===== config.mk =====
export PLATFORM = sky130hd
export DESIGN_NAME = sincpde_acc
export DESIGN_NICKNAME = d
export VERILOG_FILES = /design/src/rtl/sincpde_acc.sv
export SDC_FILE = /design/constraint.sdc
export NUM_CORES = 2
export LEC_CHECK = 0
export CORE_MARGIN = 4
export CORE_UTILIZATION = 25
export CTS_CLUSTER_SIZE = 25
export DETAILED_ROUTE_END_ITERATION = 6
export SLEW_MARGIN = 20
export SYNTH_ARGS = -nofsm -noshare
export SYNTH_HDL_FRONTEND = slang
export SYNTH_SLANG_ARGS = --single-unit

===== constraint.sdc =====
create_clock -name clk -period 12.95 [get_ports clk]
set_input_delay 2.59 -clock clk [delete_from_list [all_inputs] [get_ports clk]]
set_output_delay 2.59 -clock clk [all_outputs]
set_load 0.01 [all_outputs]

===== src/rtl/sincpde_acc.sv =====
// ---------------------------------------------------------------------------
// sincpde_acc -- frame accumulator feeding the SINCPDE divider.
//
// Takes a stream of signed 18-bit sample/weight pairs. Over each frame it
// forms N = sum(X*W) and D = sum(W), both as 48-bit two's complement values
// that wrap silently. The finished pair is handed to the divider with a
// one-cycle SYNC_OUT strobe.
//
// Strobes are spaced at least DIV_GAP cycles apart, so the divider always
// finishes one quotient before the next operand pair arrives. One finished
// frame can wait in a pending buffer. The input stream is back-pressured
// while that buffer is occupied.
//
// Ports:
//   clk        clock, all state on the rising edge
//   rst        asynchronous, active-high reset
//   IN_VALID   input sample present
//   IN_READY   sample accepted on an edge where IN_VALID && IN_READY
//   IN_X       signed 18-bit sample
//   IN_W       signed 18-bit weight
//   IN_LAST    accepted sample closes the frame
//   N          signed 48-bit sum(X*W) of the issued frame, held until next issue
//   D          signed 48-bit sum(W) of the issued frame, held until next issue
//   SYNC_OUT   one-cycle strobe, N/D valid this cycle
//   ZERO_FLAG  issued frame had D == 0 (zero guard build only), held
//
// Build option:
//   SINCPDE_ACC_ZEROGUARD_EN
//     When defined, a frame whose D sum is exactly 0 is issued as N=0, D=1,
//     with ZERO_FLAG=1.
//     When undefined, sums are issued unchanged and ZERO_FLAG is tied to 0.
// ---------------------------------------------------------------------------
module sincpde_acc #(
  parameter int DIV_GAP = 80
) (
  input  logic               clk,
  input  logic               rst,
  input  logic               IN_VALID,
  output logic               IN_READY,
  input  logic signed [17:0] IN_X,
  input  logic signed [17:0] IN_W,
  input  logic               IN_LAST,
  output logic signed [47:0] N,
  output logic signed [47:0] D,
  output logic               SYNC_OUT,
  output logic               ZERO_FLAG
);

  // The gap counter only ever holds values 0 .. DIV_GAP-1.
  localparam int GW = $clog2(DIV_GAP);
  localparam logic [GW-1:0] GAP_RELOAD = GW'(DIV_GAP - 1);

  // Stage 1: product and weight of the accepted sample.
  logic signed [35:0] s1_p_q;
  logic signed [17:0] s1_w_q;
  logic               s1_valid_q;
  logic               s1_last_q;

  // Stage 2: running sums of the open frame.
  logic signed [47:0] accn_q;
  logic signed [47:0] accd_q;

  // Pending buffer: one finished frame waiting for issue.
  logic signed [47:0] pend_n_q;
  logic signed [47:0] pend_d_q;
  logic               pend_valid_q;

  // Issue side.
  logic [GW-1:0]      gap_q;
  logic signed [47:0] n_q;
  logic signed [47:0] d_q;
  logic               sync_q;

  logic               accept;
  logic               issue;
  logic signed [35:0] x_ext;
  logic signed [35:0] w_ext;
  logic signed [35:0] prod_d;
  logic signed [47:0] accn_d;
  logic signed [47:0] accd_d;
  logic signed [47:0] iss_n_d;
  logic signed [47:0] iss_d_d;

  // Accepting a frame end blocks the next sample until it reaches the
  // pending buffer. The buffer then blocks until the frame has been issued.
  // This keeps at most one frame end in flight.
  assign IN_READY = !pend_valid_q && !s1_last_q;
  assign accept   = IN_VALID && IN_READY;
  assign issue    = pend_valid_q && (gap_q == '0);

  // Both operands are sign-extended to 36 bits before multiplying.
  // The full signed product, up to 2^34 in magnitude, fits without loss.
  assign x_ext  = 36'(IN_X);
  assign w_ext  = 36'(IN_W);
  assign prod_d = x_ext * w_ext;

  assign accn_d = accn_q + 48'(s1_p_q);
  assign accd_d = accd_q + 48'(s1_w_q);

`ifdef SINCPDE_ACC_ZEROGUARD_EN
  logic iss_zero_d;
  logic zero_q;

  // A zero denominator is replaced by 0/1, so the divider never sees D == 0.
  always_comb begin
    iss_n_d    = pend_n_q;
    iss_d_d    = pend_d_q;
    iss_zero_d = 1'b0;
    if (pend_d_q == '0) begin
      iss_n_d    = '0;
      iss_d_d    = 48'sd1;
      iss_zero_d = 1'b1;
    end
  end

  always_ff @(posedge clk or posedge rst) begin
    if (rst) begin
      zero_q <= 1'b0;
    end else if (issue) begin
      zero_q <= iss_zero_d;
    end
  end

  assign ZERO_FLAG = zero_q;
`else
  assign iss_n_d   = pend_n_q;
  assign iss_d_d   = pend_d_q;
  assign ZERO_FLAG = 1'b0;
`endif

  always_ff @(posedge clk or posedge rst) begin
    if (rst) begin
      s1_p_q       <= '0;
      s1_w_q       <= '0;
      s1_valid_q   <= 1'b0;
      s1_last_q    <= 1'b0;
      accn_q       <= '0;
      accd_q       <= '0;
      pend_n_q     <= '0;
      pend_d_q     <= '0;
      pend_valid_q <= 1'b0;
      gap_q        <= '0;
      n_q          <= '0;
      d_q          <= '0;
      sync_q       <= 1'b0;
    end else begin
      // Stage 1
      s1_valid_q <= accept;
      s1_last_q  <= accept && IN_LAST;
      if (accept) begin
        s1_p_q <= prod_d;
        s1_w_q <= IN_W;
      end

      // Issue and gap counting. Issue can only clear pend_valid while
      // stage 1 holds no frame end, so the set below never collides
      // with this clear.
      if (issue) begin
        n_q          <= iss_n_d;
        d_q          <= iss_d_d;
        sync_q       <= 1'b1;
        pend_valid_q <= 1'b0;
        gap_q        <= GAP_RELOAD;
      end else begin
        sync_q <= 1'b0;
        if (gap_q != '0) begin
          gap_q <= gap_q - 1'b1;
        end
      end

      // Stage 2: accumulate, or close the frame into the pending buffer.
      if (s1_valid_q) begin
        if (s1_last_q) begin
          pend_n_q     <= accn_d;
          pend_d_q     <= accd_d;
          pend_valid_q <= 1'b1;
          accn_q       <= '0;
          accd_q       <= '0;
        end else begin
          accn_q <= accn_d;
          accd_q <= accd_d;
        end
      end
    end
  end

  assign N        = n_q;
  assign D        = d_q;
  assign SYNC_OUT = sync_q;

endmodule

**After elaboration in Yosys (flattened, before gate mapping)**

Cells that the tools add are included.

- Output and inout bits: 99
- Word-level logic and storage cells: 35
- Register bits after elaboration: 353
- Input bits: 40

- Add/sub/neg operators: 3
- $mul: 1
- Reductions and logical operators: 10
- Mux-type cells: 8

Operators with widths:

| cell | count |
|---|---|
| two-way mux 48 bit | 2 |
| adder 48 x 18 -> 48 bit | 1 |
| adder 48 x 36 -> 48 bit | 1 |
| multiplier 18 x 18 -> 36 bit | 1 |
| two-way mux 7 bit | 2 |
| zero test 7 bit | 1 |
| nonzero test 7 bit | 1 |
| subtractor 7 x 1 -> 7 bit, second input constant | 1 |
| logical AND 1 bit | 4 |
| two-way mux 1 bit | 4 |
| zero test 1 bit | 2 |
| AND reduction 2 bit | 1 |
| nonzero test 2 bit | 1 |

**Logic depth before layout (Yosys ltp)**

- Depth in word-level cells: 5
- Gate-level depth with buffers: 28
- Depth with buffers taken out: 26

**Worst setup path after synthesis**

Ideal clock, no wire load.

- Path kind: input to register
- From: input port IN_W[9]
- To: register s1_p_q[34]
- Library setup time: 0.090 ns
- Setup slack: 4.293 ns
- Stages: 22
- Required time: 12.860 ns
- Arrival time: 8.567 ns
- Cells stage by stage: clkbuf_1 > clkbuf_1 > nand2_1 > fa_1 > inv_1 > fa_1 > fa_1 > inv_1 > fa_1 > fa_1 > fa_1 > inv_1 > ha_1 > nand4_1 > o41ai_2 > a31oi_1 > nor3_1 > a41o_1 > o22a_1 > a21oi_1 > or4b_1 > o2111ai_1

- Cells in the longest elaborated chain, start to end: 1

Ends and longest elaborated chain:

| what | RTL line | source |
|---|---|---|
| from (decl) | 41 | `input logic signed [17:0] IN_W,` |
| multiplier 18 x 18 -> 36 bit | 95 | `assign prod_d = x_ext * w_ext;` |
| to (signal assigned) | 151 | `s1_p_q <= prod_d;` |
| to (decl) | 54 | `logic signed [35:0] s1_p_q;` |

No other way between the ends.
A chain may end at the register's enable or synchronous reset.

**Worst setup path in the final report**

- From: input port IN_W[5]
- To: register s1_p_q[34]

The elaborated chain is that of the path after synthesis.

==> results.py <==
metrics = {
    "detailed_routing": {
        "drt_pre_antenna_iters": 5,
        "routed_via_density": 4.46,
        "wl_mm": 76.8,
        "vias": 21400,
        "post_drt_wl_per_cell_um": 16.0,
        "drc": 0,
        "drtIter0Drc": 1222,
        "antenna_left": 0,
    },
    "worst_setup_path": {
        "cp_common_cell": "fa_1",
        "cp.arrival_ns": 9.95,
        "crit_chain": "clkdlybuf4s50_1 > and2_1 > fa_1 > inv_1 > fa_1 > inv_1 > fa_1 > inv_1 > fa_1 > fa_1 > fa_1 > inv_1 > ha_1 > nand4_1 > o41ai_2 > a31oi_1 > nor3_1 > a41o_1 > o22a_1 > a21oi_1 > or4b_1 > o2111ai_1",
        "worstSetupPathType": "input port to register",
        "path_delay_family": "adder cells",
        "crit_buf_inv": 5,
        "cp_data_required_time_ns": 13.43,
        "r2r-start": "s1_p_q[0]",
        "reg2reg_slack_ns": 8.87,
        "critPathSlowestCell": "clkdlybuf4s50_1",
        "cpPeakStageDelay_ns": 0.94,
        "startpoint_type": "input port",
        "crit_path_max_fanout": 19,
        "critPathCaptureType": "register",
        "r2r_cells": 13,
        "r2r_end": "iss_n_d[40]",
    },
    "floorplan": {
        "rows": 125,
        "pin_count": 139,
        "fp.dieW_um": 352,
        "die_y_um": 352,
        "die_area_mm2": 0.124,
        "start_util_pct": 25.3,
        "core_mm2": 0.117,
    },
    "timing": {
        "tightest_slew_ns": 1.01,
        "rsz0062_at_grt": "no",
        "min_period_over_period_pct": 73.2,
        "relSlewSlack_pct": 32.1,
        "finalSetupViolCount": 0,
        "slew_viol_final": 0,
        "min_period_ns": 9.47,
        "fin_skew_ns": 0.0403,
        "tns_ns": 0,
        "clock.fmax_ghz": 0.106,
        "hold_violations": 0,
    },
    "logic_synthesis": {
        "ys_types": 70,
        "ys.flop_type": "dfrtp_1",
        "synth.area.top_cells": "dfrtp_1 30%, fa_1 22%, nand2_1 8.9%",
        "ys_ff_latch": 353,
        "async_flop_share_pct": 100,
        "synth_seq_area_share_pct": 29.8,
        "yosysTopAreaCell": "dfrtp_1",
        "syn-mean-instance-area_um2": 9.27,
        "mappedNetlistNets": 3752,
        "synth_warnings": 0,
        "syn-cell-area_mm2": 0.0296,
        "synth_cells": 3193,
        "yosysTopAreaCellShare_pct": 29.8,
        "synth-edff-count": 0,
    },
    "clock_network": {
        "cts_made_buffers": 40,
        "clk_latency_ns": 0.58,
        "clockBufferDepth": 3,
        "cts_hold_buf": 0,
        "cts-root-buf": "clkbuf_16",
        "cts.sink_count": 353,
        "htree_levels": 2,
        "cts_resized": 0,
        "cts.reportedPaths.clkPinSlew_ns": 0.06,
        "cts_tree": "built",
        "post-cts-setup-buffer-count": 0,
    },
    "grt": {
        "grt-busiest-layer": "met2",
        "grt_pass1_wl_mm": 127,
        "grt_util_met2_pct": 20.3,
        "antenna_found_initial": 3,
        "grtUsageMet3_pct": 2.23,
        "track_usage_pct": 12.4,
        "grt_pass1_vias": 22400,
        "grt_max_degree": 110,
        "grt-ovfl-total": 0,
        "met1_usage_pct": 17.4,
    },
    "outcome": {
        "status": "finished clean",
    },
    "placement": {
        "hpwl_mm": 59.0,
        "dp_cells": 4734,
        "place_congestion": 0.856,
        "portBuffers": 137,
    },
    "worst_hold_path": {
        "hp-class": "register to register",
        "whs_endpoint": "N[20]",
        "hold_path_depth": 2,
        "hp-start": "iss_n_d[20]",
    },
    "finish": {
        "drive_gt1_share_pct": 3.68,
        "fin_cells": 4809,
        "area_delta_synth_final_pct": 14.5,
        "num-nets-final": 3811,
        "fill_cells": 12200,
    },
    "run": {
        "cap_violations": 0,
    },
}
## Yosys cell counts (12+ instances only)
cell       number
a21o_1         79
a21oi_1       118
a31oi_1        16
and2_1        165
clkbuf_1      130
dfrtp_1       353
fa_1          331
ha_1          188
inv_1         385
nand2_1       698
nand2b_1       17
nand3_1        25
nand4_1        23
nor2_1         80
nor2b_1        17
nor3_1         21
o21a_1         15
o21ai_0       167
o21bai_1       21
o2bb2ai_1      83
o31ai_1        12
xnor2_1        79
xor2_1         51
## cell type report
| class | count | area [µm²] | area share [%] |
|---|---|---|---|
| Clock inverter | 23 | 263 | 0.775 |
| Timing Repair Buffer | 154 | 1500 | 4.42 |
| Multi-Input combinational cell | 2316 | 18800 | 55.5 |
| Inverter | 387 | 1460 | 4.31 |
| Antenna cell | 1 | 2.50 | 0.00738 |
| Sequential cell | 353 | 8830 | 26.1 |
| Clock buffer | 51 | 1120 | 3.31 |
| Tap cell | 1524 | 1910 | 5.62 |
## cells by family (layout without fill, tap and decap cells)
| logic type | count (synthesis) | after routing | share of synthesized area, % |
|---|---|---|---|
| AOI/OAI and AO/OA | 567 | 567 | 12.5 |
| xor gates and xnor gates | 131 | 131 | 3.90 |
| adders and majority gates | 519 | 519 | 30.3 |
| buffers and inverters | 524 | 615 | 6.66 |
| DFF | 353 | 353 | 29.8 |
| muxes | 12 | 12 | 0.444 |
| other | 1 | 2 | 0.0127 |
| and+or+nand+nor | 1086 | 1086 | 16.3 |
## worst min-delay path, delay by kind of cell (launching register included)
kind / cells / cell delay (ns)
DFF: 1 / 0.34
and+or+nand+nor: 2 / 0.10
## flip-flops by register name, indices dropped and copies added (netlist names)
signal and count:
D 48, N 48, SYNC_OUT 1, accd_q 48
accn_q 48, gap_q 7, iss_d_d 48, iss_n_d 48
pend_valid_q 1, s1_last_q 1, s1_p_q 36, s1_valid_q 1
s1_w_q 18
## worst max-delay path by stage
stage               startpoint         end  slack (ns)  depth (start not counted)
finish                 IN_W[5]  s1_p_q[34]        3.48                         22
global placement       IN_W[3]  s1_p_q[34]        2.93                         22
CTS                    IN_W[3]  s1_p_q[34]        3.50                         22
floorplan                  rst        D[0]        0.57                          1
detailed placement     IN_W[3]  s1_p_q[34]        2.89                         22
global route           IN_W[1]  s1_p_q[34]        3.18                         23
## placed cells by master, fill, tap and decap left out, drive strengths merged, types with 13 or more instances in the layout
master,count
a21oi,118
xor2,52
nor3,21
o21bai,21
nor2,80
clkbuf,51
nand2,698
o31ai,13
nand3,25
nor2b,17
and2,165
buf,17
o2bb2ai,83
xnor2,79
inv,391
fa,331
nand2b,17
nand4,23
a21o,79
a31oi,17
o21ai,171
ha,188
o21a,15
clkdlybuf4s50,137
dfrtp,353
clkinv,15
## per-layer routing
layer,vias to the layer above,wire [µm]
li1,10400,-
met1,10600,37100
met2,327,35200
met3,75,3410
met4,2,1100
met5,-,13
## stage by stage
stage               cell area (µm²)  utilization (%)  setup slack [ns]  hold slack (ns)
finish                        33900             29.0              3.48            0.462
global route                  33900             29.0              3.18            0.479
CTS                           33900             29.0              3.50            0.463
detailed placement            32500             27.8              2.89            0.449
global placement              32500             27.8              2.93            0.448
floorplan                     29600                -             0.568            0.433
Power is left out: the tool's default activity adds up to more than one toggle a clock period on the data nets, which glitch-free logic cannot reach.
